$ cat config.mk
export PLATFORM = sky130hd
export DESIGN_NAME = uart_program_loader
export DESIGN_NICKNAME = d
export VERILOG_FILES = /design/src/rtl/uart_program_loader.sv
export SDC_FILE = /design/constraint.sdc
export NUM_CORES = 1
export LEC_CHECK = 0
export ABC_AREA = 1
export BUFFER_PORTS_ARGS = -buffer_cell sky130_fd_sc_hd__buf_2
export CAP_MARGIN = 10
export CORE_MARGIN = 4
export CORE_UTILIZATION = 44
export CTS_BUF_LIST = sky130_fd_sc_hd__clkbuf_4 sky130_fd_sc_hd__clkbuf_8
export DETAILED_ROUTE_END_ITERATION = 10
export PLACE_DENSITY = 0.66
export REMOVE_ABC_BUFFERS = 1
export SLEW_MARGIN = 20
export SYNTH_ARGS = -nofsm -noshare
export SYNTH_HDL_FRONTEND = slang
export SYNTH_SLANG_ARGS = --single-unit
$ cat constraint.sdc
create_clock -name clock -period 2.05 [get_ports clock]
set_input_delay 0.41 -clock clock [delete_from_list [all_inputs] [get_ports clock]]
set_output_delay 0.41 -clock clock [all_outputs]
set_load 0.005 [all_outputs]
$ cat src/rtl/uart_program_loader.sv
// UART boot loader: receives a length-prefixed program over an 8N1 serial
// line and streams it as little-endian 32-bit words into instruction memory,
// holding the CPU in reset until the whole image has been written.
//
// Ports:
//   clock        system clock, all state on posedge
//   reset        asynchronous active-low reset
//   rx           UART serial input (idle high, asynchronous)
//   mem_we       one-cycle instruction memory write strobe
//   mem_addr     word address of the write (saturates at the top word)
//   mem_wdata    word being written
//   cpu_hold     high while the processor must stay in reset
//   busy         header started and load not yet complete
//   done         load complete, sticky until reset
//   frame_error  a stop bit was sampled low, sticky until reset
//   overflow     image longer than memory depth, sticky until reset
//   words_loaded number of words accepted so far
module uart_program_loader #(
    parameter int unsigned CLKS_PER_BIT = 434,
    parameter int unsigned ADDR_WIDTH   = 8
) (
    input  logic                  clock,
    input  logic                  reset,
    input  logic                  rx,
    output logic                  mem_we,
    output logic [ADDR_WIDTH-1:0] mem_addr,
    output logic [31:0]           mem_wdata,
    output logic                  cpu_hold,
    output logic                  busy,
    output logic                  done,
    output logic                  frame_error,
    output logic                  overflow,
    output logic [15:0]           words_loaded
);

    localparam int unsigned CNT_W = $clog2(CLKS_PER_BIT);
    localparam int unsigned HALF  = CLKS_PER_BIT / 2;
    localparam logic [16:0] DEPTH = 17'(1) << ADDR_WIDTH;
    localparam logic [ADDR_WIDTH-1:0] ADDR_MAX = '1;

    typedef enum logic [1:0] {RX_IDLE, RX_START, RX_DATA, RX_STOP} rx_state_t;
    typedef enum logic [1:0] {LD_LEN_LO, LD_LEN_HI, LD_DATA, LD_DONE} ld_state_t;

    // ---------------- input synchronizer ----------------
    logic rx_meta, rx_sync;

    always_ff @(posedge clock or negedge reset) begin
        if (!reset) begin
            rx_meta <= 1'b1;
            rx_sync <= 1'b1;
        end else begin
            rx_meta <= rx;
            rx_sync <= rx_meta;
        end
    end

    // ---------------- receiver ----------------
    rx_state_t        rx_state, rx_next_state;
    logic [CNT_W-1:0] clk_cnt;
    logic [2:0]       bit_cnt;
    logic [7:0]       shift_reg;
    logic             byte_valid, frame_pulse;
    logic             half_tick_c, full_tick_c;
    logic             cnt_clr_c, shift_en_c, byte_ok_c, frame_bad_c;

    assign half_tick_c = (clk_cnt == CNT_W'(HALF - 1));
    assign full_tick_c = (clk_cnt == CNT_W'(CLKS_PER_BIT - 1));

    // Receiver state register
    always_ff @(posedge clock or negedge reset) begin
        if (!reset) rx_state <= RX_IDLE;
        else        rx_state <= rx_next_state;
    end

    // Receiver next state; a start bit that is high again at mid-bit is a glitch
    always_comb begin
        rx_next_state = rx_state;
        case (rx_state)
            RX_IDLE:  if (!rx_sync) rx_next_state = RX_START;
            RX_START: if (half_tick_c) rx_next_state = rx_sync ? RX_IDLE : RX_DATA;
            RX_DATA:  if (full_tick_c && bit_cnt == 3'd7) rx_next_state = RX_STOP;
            RX_STOP:  if (full_tick_c) rx_next_state = RX_IDLE;
            default:  rx_next_state = RX_IDLE;
        endcase
    end

    // Receiver control strobes
    always_comb begin
        cnt_clr_c   = 1'b0;
        shift_en_c  = 1'b0;
        byte_ok_c   = 1'b0;
        frame_bad_c = 1'b0;
        case (rx_state)
            RX_IDLE:  cnt_clr_c = 1'b1;
            RX_START: cnt_clr_c = half_tick_c;
            RX_DATA: begin
                cnt_clr_c  = full_tick_c;
                shift_en_c = full_tick_c;
            end
            RX_STOP: begin
                cnt_clr_c   = full_tick_c;
                byte_ok_c   = full_tick_c && rx_sync;
                frame_bad_c = full_tick_c && !rx_sync;
            end
            default: cnt_clr_c = 1'b1;
        endcase
    end

    // Receiver datapath
    always_ff @(posedge clock or negedge reset) begin
        if (!reset) begin
            clk_cnt     <= '0;
            bit_cnt     <= '0;
            shift_reg   <= '0;
            byte_valid  <= 1'b0;
            frame_pulse <= 1'b0;
            frame_error <= 1'b0;
        end else begin
            clk_cnt <= cnt_clr_c ? '0 : clk_cnt + CNT_W'(1);
            if (rx_state == RX_IDLE) bit_cnt <= '0;
            else if (shift_en_c)     bit_cnt <= bit_cnt + 3'd1;
            if (shift_en_c) shift_reg <= {rx_sync, shift_reg[7:1]};
            byte_valid  <= byte_ok_c;
            frame_pulse <= frame_bad_c;
            if (frame_bad_c) frame_error <= 1'b1;
        end
    end

    // ---------------- loader ----------------
    ld_state_t   ld_state, ld_next_state;
    logic [15:0] len_q;
    logic [1:0]  byte_idx;
    logic [23:0] word_q;
    logic        advance;
    logic        restart_c, last_word_c, in_range_c;
    logic        len_lo_en_c, len_hi_en_c, data_en_c;
    logic        hold_d, done_d, busy_d;

    assign restart_c   = frame_pulse && (ld_state != LD_DONE);
    assign last_word_c = ((words_loaded + 16'd1) == len_q);
    assign in_range_c  = ({1'b0, words_loaded} < DEPTH);

    // Loader state register
    always_ff @(posedge clock or negedge reset) begin
        if (!reset) ld_state <= LD_LEN_LO;
        else        ld_state <= ld_next_state;
    end

    // Loader next state; a framing error abandons the transfer unless already done
    always_comb begin
        ld_next_state = ld_state;
        case (ld_state)
            LD_LEN_LO: if (byte_valid) ld_next_state = LD_LEN_HI;
            LD_LEN_HI: if (byte_valid)
                ld_next_state = ({shift_reg, len_q[7:0]} == 16'd0) ? LD_DONE : LD_DATA;
            LD_DATA:   if (advance && last_word_c) ld_next_state = LD_DONE;
            LD_DONE:   ld_next_state = LD_DONE;
            default:   ld_next_state = LD_LEN_LO;
        endcase
        if (restart_c) ld_next_state = LD_LEN_LO;
    end

    // Loader outputs and enables; status flags follow the next state so they
    // change on the same edge as the state itself
    always_comb begin
        hold_d      = (ld_next_state != LD_DONE);
        done_d      = (ld_next_state == LD_DONE);
        busy_d      = (ld_next_state == LD_LEN_HI) || (ld_next_state == LD_DATA);
        len_lo_en_c = 1'b0;
        len_hi_en_c = 1'b0;
        data_en_c   = 1'b0;
        case (ld_state)
            LD_LEN_LO: len_lo_en_c = byte_valid;
            LD_LEN_HI: len_hi_en_c = byte_valid;
            LD_DATA:   data_en_c   = byte_valid;
            default:   ;
        endcase
    end

    // Loader datapath; the word counter/address advance one cycle after mem_we
    always_ff @(posedge clock or negedge reset) begin
        if (!reset) begin
            cpu_hold     <= 1'b1;
            done         <= 1'b0;
            busy         <= 1'b0;
            mem_we       <= 1'b0;
            mem_addr     <= '0;
            mem_wdata    <= '0;
            overflow     <= 1'b0;
            words_loaded <= '0;
            len_q        <= '0;
            byte_idx     <= '0;
            word_q       <= '0;
            advance      <= 1'b0;
        end else begin
            cpu_hold <= hold_d;
            done     <= done_d;
            busy     <= busy_d;
            mem_we   <= 1'b0;
            if (restart_c) begin
                byte_idx <= '0;
                advance  <= 1'b0;
            end else begin
                if (len_lo_en_c) len_q[7:0] <= shift_reg;
                if (len_hi_en_c) begin
                    len_q[15:8]  <= shift_reg;
                    byte_idx     <= '0;
                    mem_addr     <= '0;
                    words_loaded <= '0;
                end
                if (data_en_c) begin
                    byte_idx <= byte_idx + 2'd1;
                    case (byte_idx)
                        2'd0: word_q[7:0]   <= shift_reg;
                        2'd1: word_q[15:8]  <= shift_reg;
                        2'd2: word_q[23:16] <= shift_reg;
                        default: begin
                            if (in_range_c) begin
                                mem_we    <= 1'b1;
                                mem_wdata <= {shift_reg, word_q};
                            end else begin
                                overflow  <= 1'b1;
                            end
                            advance <= 1'b1;
                        end
                    endcase
                end
                if (advance) begin
                    advance      <= 1'b0;
                    words_loaded <= words_loaded + 16'd1;
                    if (mem_addr != ADDR_MAX) mem_addr <= mem_addr + ADDR_WIDTH'(1);
                end
            end
        end
    end

endmodule

==> results of run 1 <==
[final timing paths]
kind,endpoint,slack [ps],cells past startpoint
worst max-delay path,done,-60,15
worst min-delay path,rx_meta,70,1
worst max register to register,done,-60,15
worst min register to register,rx_sync,360,0
max in group asynchronous,rx_meta,1070,3
min in group asynchronous,words_loaded[14],380,2
[placed cells by master, fill, tap and decap left out, drive strengths merged, types with 2 or more instances in the layout]
cell type,Yosys,layout
o21ai,85,85
a21oi,9,9
o31ai,3,3
o22ai,7,7
bufinv,0,4
xor2,2,2
nand3b,2,2
dfrtp,130,130
nand4,12,12
clkinv,1,5
clkbuf,2,20
nor2,45,45
ha,13,13
nor4,6,6
inv,75,77
nand3,41,41
nor3,13,13
dfstp,3,3
nand2,228,228
xnor2,4,4
buf,12,115
a31oi,5,5
[synth_stat cells (all sizes together)]
master / count / area [um^2]
o221ai: 1 / 8.76
xnor2: 4 / 35.0
a31o: 1 / 8.76
o21bai: 1 / 7.51
nand2: 228 / 873
nor4: 6 / 37.5
or2: 1 / 6.26
o21ai: 85 / 455
nand3b: 2 / 15.0
xor2: 2 / 17.5
xnor3: 1 / 22.5
clkinv: 1 / 3.75
nor2: 45 / 220
o32ai: 1 / 8.76
inv: 75 / 284
nand3: 41 / 205
o31ai: 3 / 22.5
dfrtp: 130 / 3250
a31oi: 5 / 31.3
o22ai: 7 / 43.8
ha: 13 / 163
buf: 12 / 96.3
dfstp: 3 / 78.8
nor3: 13 / 65.1
a211oi: 1 / 7.51
a21oi: 9 / 45.0
nand4: 12 / 75.1
clkbuf: 2 / 7.51
[through the flow]
stage | total power [mW] | hold slack [ps] | setup TNS, ps
3_5_place_dp | 2.75 | 312 | -407
4_1_cts | 5.19 | 38.9 | -51.8
5_1_grt | 5.34 | 34.9 | -782
2_1_floorplan | 2.68 | 114 | 0
6_report | 5.15 | 67.4 | -162
3_3_place_gp | 2.74 | 306 | -106
[final cells by class]
| type | instances | area, um^2 | area share |
|---|---|---|---|
| Timing Repair Buffer | 116 | 757 | 0.100 |
| Clock buffer | 20 | 275 | 0.0364 |
| Sequential cell | 133 | 3340 | 0.442 |
| Tap cell | 176 | 220 | 0.0291 |
| Multi-Input combinational cell | 482 | 2510 | 0.332 |
| Inverter | 76 | 288 | 0.0381 |
| Clock inverter | 11 | 173 | 0.0229 |
[power by group]
part / internal [mW] / total (mW) / switching [mW]
registers: 2.63 / 2.63 / 0.00103
clock network: 1.42 / 2.46 / 1.03
logic: 0.0124 / 0.0648 / 0.0524
total: 4.06 / 5.15 / 1.09
[cells by family (layout without fill, tap and decap cells)]
group | Yosys count | count (layout)
buf+inv | 90 | 223
xor+xnor | 7 | 7
fa+ha+maj | 13 | 13
simple gates | 348 | 348
flops | 133 | 133
compound gates | 114 | 114
[worst max-delay path, cell delays in order (launching register included)]
cell and delay (ps):
dfrtp_1 390, buf_4 130, nand2_1 80, nor2_4 230, nand2_4 100, nor2_4 150
buf_4 120, nand2_1 50, nand3_1 70, nand2_1 70, nand2_1 70, nor2_1 50
nand3_1 110, a21oi_2 80, buf_4 160, ha_4 140
[metal layers]
layer	up-vias	share of wire	global-route usage
li1	2547	-	-
met1	2564	0.43	0.239
met2	122	0.51	0.318
met3	20	0.044	0.0466
met4	0	0.015	0.0593
met5	-	0	0
[repair_timing]
action                                  CTS  global route
resized for setup                        18            16
buffers inserted                          5             3
hold endpoints to repair                 16             0
pin swaps                                13             8
hold buffers                              1             0
endpoints found under the setup margin    3             6
==> results by group, run 1 <==
Worst hold path
  • Hold Path Origin: rx
  • Tightest Hold Check Type: in -> reg

Timing
  • Final setup margin: -62.5 ps
  • Final Critical Period: 2110 ps
  • Max-slew violation count: 0
  • Final hold viol count: 0
  • Setup violations, final: 3
  • Slew headroom: 0.630
  • Max Fclk: 473 MHz
  • Final Cycle Share: 1.03
  • RSZ-0062 raised after global routing: yes
  • Actual slew at the worst max-slew pin: 553 ps
  • Clk_skew: 12.4 ps

Critical path
  • Worst EP required: 2390 ps
  • CP Capture Type: register
  • Critical Path Source: words_loaded[0]
  • Worst R2R Start: words_loaded[0]
  • Crit path launch type: register
  • CP max FO: 6
  • Critical path arrival: around 2500 ps
  • Critical setup path kind: reg -> reg

Finish
  • Post-route cell area: 7550 um^2
  • Share of cells above drive strength 1: 0.239
  • Max reg flops: 32
  • Biggest regs: mem_wdata: 32 flops, word_q: 24 flops
  • Layout Nets: roughly 840
  • Top reg by flops: mem_wdata
  • Fillcell total: around 1,200
  • Finished Core Util: 0.564
  • Diodes inserted: 0
  • Final Non-Filler Cells: 1,014
  • Synthesis-to-finish area growth: 23.9%

Detailed routing
  • Final wirelength: 14.7 mm
  • Via density: ~5.2
  • Overall via count from detail_route: 5,253
  • Routed Antenna Nets: 0
  • Iteration count of the initial detailed-routing pass: 5
  • Routed len/inst: 14.5 um
  • DRC: 0
  • Initial DRC count: 318

Place
  • Port buffer count: 64
  • Pre-CTS WS: -217 ps
  • Placed cell count: 974
  • Gpl congestion: 0.898
  • Placed Area: just under 7000 um^2
  • Hpwl dp: 10.6 mm

GRT
  • Total gr overflow: 0
  • First-pass GRT wire length: 24.1 mm
  • Total GRT Usage: 0.188
  • Initial antenna violation count: 0
  • Vias in the first global route: about 5,000
  • Largest net degree at the start of global routing: 51

Logic synthesis
  • Mux cell area share after synthesis: 0
  • Yosys cell types: 39
  • YS warnings: 0
  • Post-synthesis sequential area ratio: 0.546
  • Synth Area per Inst: 8.65 um^2
  • Area share of fa/ha/maj cells after synthesis: 0.0267
  • Post-Synthesis Cells: 705
  • Synth Register Bits: 133
  • Synth Cell Area: 6100 um^2
  • Compound-Gate Fraction of Synth Area: 0.105
  • Simple-Gate Fraction of Synth Area: 0.246
  • Largest family of logic cells by synthesized area: simple AND/OR/NAND/NOR gates
  • Xor/xnor cell area share of the yosys netlist: 0.0123

Clock tree
  • CTS Buffer Depth: 2
  • CTS H-Tree Depth: 4
  • CTS buffer count: 17
  • CTS tree: built
  • Clk_lat worst skew: 440 ps
  • # clock sinks: 133
  • Clk slew on worst S/H paths: about 80 ps
  • Root Buffer Master: clkbuf_8

Floorplanning
  • Total core area: 13,400 um^2
  • Initial Util: 0.455
  • FP Rows: 42
  • Die area: 15,800 um^2
  • Ports: 65
  • Die Height: approximately 130 um
  • Die Wd: 126 um

Outcome
  • Status: complete, but fails checks
  • Failing checks: setup timing

Power and ir drop
  • Pwr/cell area: around 680 nW/um^2
  • VDD IR max: roughly 0.38 mV
  • P_leak: 3.80 nW

Job
  • Max_cap viols: 0
(Power assumes the default switching activity.)
==> run 2: changes to the inputs <==
--- a/config.mk
+++ b/config.mk
@@ -6,13 +6,14 @@
 export NUM_CORES = 1
 export LEC_CHECK = 0
 export ABC_AREA = 1
+export ABC_CLOCK_PERIOD_IN_PS = 2400
 export BUFFER_PORTS_ARGS = -buffer_cell sky130_fd_sc_hd__buf_2
 export CAP_MARGIN = 10
 export CORE_MARGIN = 4
 export CORE_UTILIZATION = 44
 export CTS_BUF_LIST = sky130_fd_sc_hd__clkbuf_4 sky130_fd_sc_hd__clkbuf_8
 export DETAILED_ROUTE_END_ITERATION = 10
-export PLACE_DENSITY = 0.66
+export PLACE_DENSITY = 0.64
 export REMOVE_ABC_BUFFERS = 1
 export SLEW_MARGIN = 20
 export SYNTH_ARGS = -nofsm -noshare
==> constraint.sdc (replaced) <==
create_clock -name clock -period 2.4 [get_ports clock]
set_input_delay 0.48 -clock clock [delete_from_list [all_inputs] [get_ports clock]]
set_output_delay 0.48 -clock clock [all_outputs]
set_load 0.005 [all_outputs]
==> run 2 against run 1 <==
The run now ends clean. Non-clock buffer count down 42. Sequential power fell by 15%. Clock-buffer cell count is 1 lower. Combinational power fell by 17%. Cell count is 4.0% lower. Fmax fell by 3.8%. Cell area fell by 7.0%. Critical path type unchanged. Critical endpoint is now busy. Largest power group unchanged.
==> results by group, run 2 (synthesis gave the netlist of run 1 again) <==
Clock tree
  • Root Buffer Master: clkbuf_8
  • # clock sinks: 133 (unchanged)
  • Postcts setup bufs: 0 (-5)
  • Clk_lat worst skew: 440 ps (about the same)
  • Clk slew on worst S/H paths: 80 ps (about the same)
  • CTS tree: built
  • CTS Buffer Depth: 2 (unchanged)
  • CTS H-Tree Depth: 4 (unchanged)
  • CTS buffer count: 17 (unchanged)

Power and ir drop
  • Total power draw: 4.08 mW (-21%)
  • Pwr/cell area: 581 nW/um^2 (-15%)
  • VDD IR max: 0.331 mV (-12%)
  • P_leak: 3.53 nW (-7.1%)

Floorplanning
  • Die area: 15,800 um^2 (unchanged)
  • Die Wd: 126 um (unchanged)
  • Ports: 65 (unchanged)
  • Die Height: 126 um (unchanged)
  • Total core area: 13,400 um^2 (unchanged)
  • FP Rows: 42 (unchanged)
  • Initial Util: 0.455 (unchanged)

GRT
  • Vias in the first global route: 4,975 (-0.46%)
  • Initial antenna violation count: 0 (unchanged)
  • First-pass GRT wire length: 23.6 mm (-2.0%)
  • Total gr overflow: 0 (unchanged)
  • Largest net degree at the start of global routing: 60 (+18%)
  • Total GRT Usage: 0.181 (-0.00683)

Finish
  • Max reg flops: 32 (unchanged)
  • Synthesis-to-finish area growth: 15.3%
  • Diodes inserted: 0 (unchanged)
  • Layout Nets: 800 (-5.0%)
  • Fillcell total: 1,283 (+5.4%)
  • Commonest non-fill, non-tap cell in the layout: nand2_1
  • Share of cells above drive strength 1: 0.176 (-0.0630)
  • Top reg by flops: mem_wdata
  • Biggest regs: mem_wdata: 32 flops, word_q: 24 flops
  • Final Non-Filler Cells: 973 (-4.0%)
  • Most frequent cells in the layout: 223 x nand2_1, 130 x dfrtp_1, 73 x o21ai_0

Detailed routing
  • Final wirelength: 13.9 mm (-5.7%)
  • Iteration count of the initial detailed-routing pass: 6 (+1)
  • DRC: 0 (unchanged)
  • Initial DRC count: 379 (+19%)
  • Routed len/inst: 14.3 um (-1.7%)
  • Routed Antenna Nets: 0 (unchanged)
  • Overall via count from detail_route: 5,093 (-3.0%)
  • Via density: 5.23 (+1.0%)

Place
  • Gpl congestion: 0.919 (+2.4%)
  • Hpwl dp: 10.1 mm (-5.2%)
  • Port buffer count: 64 (unchanged)
  • Placed cell count: 940 (-3.5%)

Worst hold path
  • Tightest Hold Check Type: in -> reg

Timing
  • Clk_skew: 10.8 ps (-1.67 ps)
  • RSZ-0062 raised after global routing: no
  • Actual slew at the worst max-slew pin: 927 ps (+374 ps)
  • Final Cycle Share: 0.915 (-0.115)
  • Setup violations, final: 0 (-3)
  • Final hold viol count: 0 (unchanged)
  • Max-slew violation count: 0 (unchanged)
  • Max Fclk: 455 MHz (-3.8%)
  • Slew headroom: 0.380 (-0.251)
  • Final Critical Period: 2200 ps (+83.9 ps)
  • Fin Setup TNS: 0 ps (+162 ps)

Critical path
  • Crit path launch type: register
  • Critical path arrival: 2520 ps (+70 ps)
  • Worst EP required: 2720 ps (+330 ps)
  • CP max FO: 5 (-1)
  • Critical setup path kind: reg -> reg
  • CP Capture Type: register

Outcome
  • Status: complete, no violations

Job
  • Max_cap viols: 0 (unchanged)
==> run 2: final timing paths <==
check,from,end,slack [ps],cells past startpoint
worst max-delay path,words_loaded[3],busy,200,11
worst min-delay path,rx,rx_meta,140,1
worst max register to register,words_loaded[3],busy,200,11
worst min register to register,rx_meta,rx_sync,370,0
max in group asynchronous,reset,rx_sync,1110,3
min in group asynchronous,reset,words_loaded[14],540,2
==> run 2: cell type report <==
cell class,count,area (um^2),area share
flip-flops and latches,133,3330,0.474
inverters,76,288,0.0409
clock inverters,13,123,0.0174
clock buffers,19,255,0.0363
repair buffers,74,425,0.0605
well taps,176,220,0.0313
multi-input cells,482,2390,0.339
==> run 2: timing repair <==
item,in CTS,in global routing
endpoints found under the setup margin,0,3
hold endpoints to repair,2,0
gates resized for setup,0,3
hold buffers,1,0
==> run 2: stage by stage <==
step	instance area, um^2	hold slack, ps	worst slack, ps	util
after floorplan	5990	184	364	-
after global placement	6630	346	224	0.495
after detailed placement	6630	347	95.1	0.495
after CTS	7020	102	81.1	0.524
after global routing	7030	102	5.68	0.525
final	7030	137	204	0.525
==> run 2: layer usage <==
| layer | share of wire | up-vias | global-route usage |
|---|---|---|---|
| met1 | 0.43 | 2479 | 0.227 |
| met5 | 0 | - | 0 |
| met3 | 0.045 | 22 | 0.0385 |
| met2 | 0.50 | 134 | 0.306 |
| met4 | 0.022 | 0 | 0.0757 |
| li1 | - | 2458 | - |
==> run 2: power by group <==
part	switching, mW	internal, mW
logic	0.0441	0.00947
clock network	0.912	0.872
registers	0.00107	2.24
==> run 2: worst max-delay path: stages (launching register included) <==
cell and delay, ps:
dfrtp_1 430, nand2_1 150, nor2_1 250, nand2_2 130, nor2_2 140, nand3_1 110, nand3_1 110, nand2_1 80
nor2_1 100, nand3_1 130, a21oi_2 210, ha_1 250
==> run 3: changes to the inputs <==
--- a/config.mk
+++ b/config.mk
@@ -5,7 +5,6 @@
 export SDC_FILE = /design/constraint.sdc
 export NUM_CORES = 1
 export LEC_CHECK = 0
-export ABC_AREA = 1
 export ABC_CLOCK_PERIOD_IN_PS = 2400
 export BUFFER_PORTS_ARGS = -buffer_cell sky130_fd_sc_hd__buf_2
 export CAP_MARGIN = 10
==> run 3 against run 2 <==
Combinational power is 2% lower. Clock-buffer cell count is 1 lower. Cell area is 6.3% higher. Die area is 1.1% higher. First-iteration DRC count is 15% lower. Clock skew is 3.9 ps higher. Fmax is 4.2% lower. Largest power group unchanged.
==> results by group, run 3 <==
Timing
  • Clk_skew: 14.6 ps (+3.89 ps)
  • Final Cycle Share: 0.955 (+0.0398)
  • Final Critical Period: 2290 ps (+95.4 ps)
  • RSZ-0062 raised after global routing: yes
  • Max Fclk: 436 MHz (-4.2%)
  • Actual slew at the worst max-slew pin: 667 ps (-260 ps)
  • Fin Setup TNS: 0 ps (unchanged)
  • Slew headroom: 0.553 (+0.173)
  • Setup violations, final: 0 (unchanged)
  • Max-slew violation count: 0 (unchanged)
  • Final setup margin: 108 ps (-95.4 ps)
  • Final hold viol count: 0 (unchanged)

Finish
  • Share of cells above drive strength 1: 0.373 (+0.197)
  • Biggest regs: mem_wdata: 32 flops, word_q: 24 flops
  • Diodes inserted: 0 (unchanged)
  • Commonest non-fill, non-tap cell in the layout: dfrtp_1
  • Top reg by flops: mem_wdata
  • Most frequent cells in the layout: 129 x dfrtp_1, 76 x mux2_2, 63 x buf_2
  • Max reg flops: 32 (unchanged)
  • Synthesis-to-finish area growth: 21.1%
  • Layout Nets: 655 (-18%)

GRT
  • Total GRT Usage: 0.182 (+0.000559)
  • Initial antenna violation count: 0 (unchanged)
  • Total gr overflow: 0 (unchanged)
  • First-pass GRT wire length: 23.1 mm (-1.9%)
  • Largest net degree at the start of global routing: 84 (+40%)
  • Vias in the first global route: 4,494 (-9.7%)

Detailed routing
  • Iteration count of the initial detailed-routing pass: 4 (-2)
  • Final wirelength: 13.6 mm (-1.7%)
  • Via density: 5.31 (+1.4%)
  • DRC: 0 (unchanged)
  • Routed Antenna Nets: 0 (unchanged)
  • Initial DRC count: 322 (-15%)
  • Overall via count from detail_route: 4,414 (-13%)
  • Routed len/inst: 16.4 um (+15%)

Clock tree
  • Clk_lat worst skew: 460 ps (+20 ps)
  • CTS tree: built
  • # clock sinks: 133 (unchanged)
  • CTS buffer count: 17 (unchanged)
  • CTS H-Tree Depth: 4 (unchanged)
  • Root Buffer Master: clkbuf_8
  • CTS Buffer Depth: 2 (unchanged)
  • Clk slew on worst S/H paths: 90 ps (about the same)

Floorplanning
  • Die area: 16,000 um^2 (+1.1%)
  • Initial Util: 0.446 (-0.00888)
  • Die Wd: 126 um (+0.54%)
  • Die Height: 126 um (+0.54%)
  • Total core area: 13,800 um^2 (+3.2%)
  • Ports: 65 (unchanged)
  • FP Rows: 43 (+2.4%)

Logic synthesis
  • Post-Synthesis Cells: 534 (-24%)
  • Synth async-reset ratio: 1.00 (unchanged)
  • Dominant cell type by area after synthesis: dfrtp_1
  • Synth Cell Area: 6170 um^2 (+1.2%)
  • Most numerous cell in the Yosys netlist: dfrtp_1
  • Area share of the leading cell type in the synthesized netlist: 0.527 (-0.00617)
  • Yosys cell types: 52 (+33%)
  • YS warnings: 0 (unchanged)
  • Synth Area per Inst: 11.6 um^2 (+34%)
  • Post-synth EDFFs: 0 (unchanged)
  • Post-synthesis sequential area ratio: 0.540 (-0.00632)
  • Synth Register Bits: 133 (unchanged)
  • Synth top area cells: dfrtp_1 53%, mux2_2 14%, nand2_1 3.3%
  • Top FF cell, synth: dfrtp_1
  • Most common library cells after synthesis: 130 x dfrtp_1, 76 x mux2_2, 55 x nand2_1, 37 x nor2_1, 35 x o21ai_0

Worst hold path
  • Tightest Hold Check Type: in -> reg

Power and ir drop
  • Pwr/cell area: 589 nW/um^2 (+1.4%)
  • P_leak: 3.88 nW (+10%)
  • VDD IR max: 0.406 mV (+23%)

Job
  • Max_cap viols: 0 (unchanged)

Place
  • Hpwl dp: 9.45 mm (-6.3%)
  • Gpl congestion: 0.873 (-5.1%)
  • Pre-CTS WS: -3.20 ps (-98.3 ps)
  • Port buffer count: 64 (unchanged)

Critical path
  • CP Capture Type: register
  • Worst EP required: 2730 ps (about the same)
  • Crit path launch type: register
  • CP max FO: 5 (unchanged)
  • Critical path arrival: 2620 ps (+100 ps)
  • Critical setup path kind: reg -> reg

Outcome
  • Status: complete, no violations
run 3: changes by cell type after synthesis, moves of 7 or more:
cell      before  now
o21ai_0       73   35
inv_1         69   11
xnor2_1        4   23
o21ai_2        8    0
clkbuf_1       2   18
nand3_1       41   11
and3_1         0    7
mux2_2         0   76
nand2_1      223   55
a22o_1         0    8
nor3_1        13    5
nor2b_1        0    8
run 3: critical path, stage by stage, from the launching register on:
cell,delay (ps)
dfrtp_1,450
xnor2_1,180
or3_1,310
a211o_1,300
a22oi_2,220
a41oi_1,170
a211oi_2,270
ha_1,270
run 3: worst paths after layout:
path                                  start          endpoint  slack (ps)  depth (start not counted)
max                        words_loaded[11]              busy         110                          7
min                                      rx           rx_meta         130                          1
max in group asynchronous             reset          cpu_hold        1180                          3
min reg2reg                         rx_meta           rx_sync         360                          0
min in group asynchronous             reset  words_loaded[10]         440                          2
max reg2reg                words_loaded[11]              busy         110                          7
run 3: cell type report:
cell class                      instances  area, um^2
Sequential cell                       133        3330
Tap cell                              180         225
Clock inverter                         14         199
Clock buffer                           18         248
Timing Repair Buffer                  113         718
Fill cell                            1182        6350
Inverter                               11        41.3
Multi-Input combinational cell        363        2710
run 3: kinds of logic after synthesis:
kind of cell               share of synthesized area
AOI/OAI and AO/OA                             0.0763
DFF                                            0.540
adders and majority gates                     0.0264
and+or+nand+nor                                0.148
xor gates and xnor gates                      0.0452
muxes                                          0.139
buffers and inverters                         0.0249
run 3: per-layer routing:
metal | global-route usage | wire, um | up-vias
met4 | 0.0719 | 250 | 0
met1 | 0.244 | 6270 | 2216
met2 | 0.290 | 6620 | 94
li1 | - | - | 2081
met3 | 0.0379 | 490 | 23
met5 | 0 | 0 | -
run 3: metrics by stage:
stage	hold slack, ps	instance area (um^2)	std cells	total power, mW	utilization
after floorplan	184	6060	507	2.29	-
after global placement	347	6980	798	2.34	0.505
after detailed placement	352	6980	798	2.34	0.505
after CTS	94.6	7450	831	4.45	0.539
after global routing	93.9	7470	832	4.56	0.540
final	128	7470	832	4.40	0.540
run 3: power breakdown:
part	internal, mW	switching, mW
Clock	1.17	0.932
Sequential	2.24	0.00145
Combinational	0.00761	0.0449
Total	3.42	0.979
run 3: repair_timing:
action	in CTS	in global routing
gates resized for setup	2	4
hold buffers	1	0
endpoints found under the setup margin	2	2
setup buffers	0	1
pin swaps	0	2
hold endpoints to repair	16	0
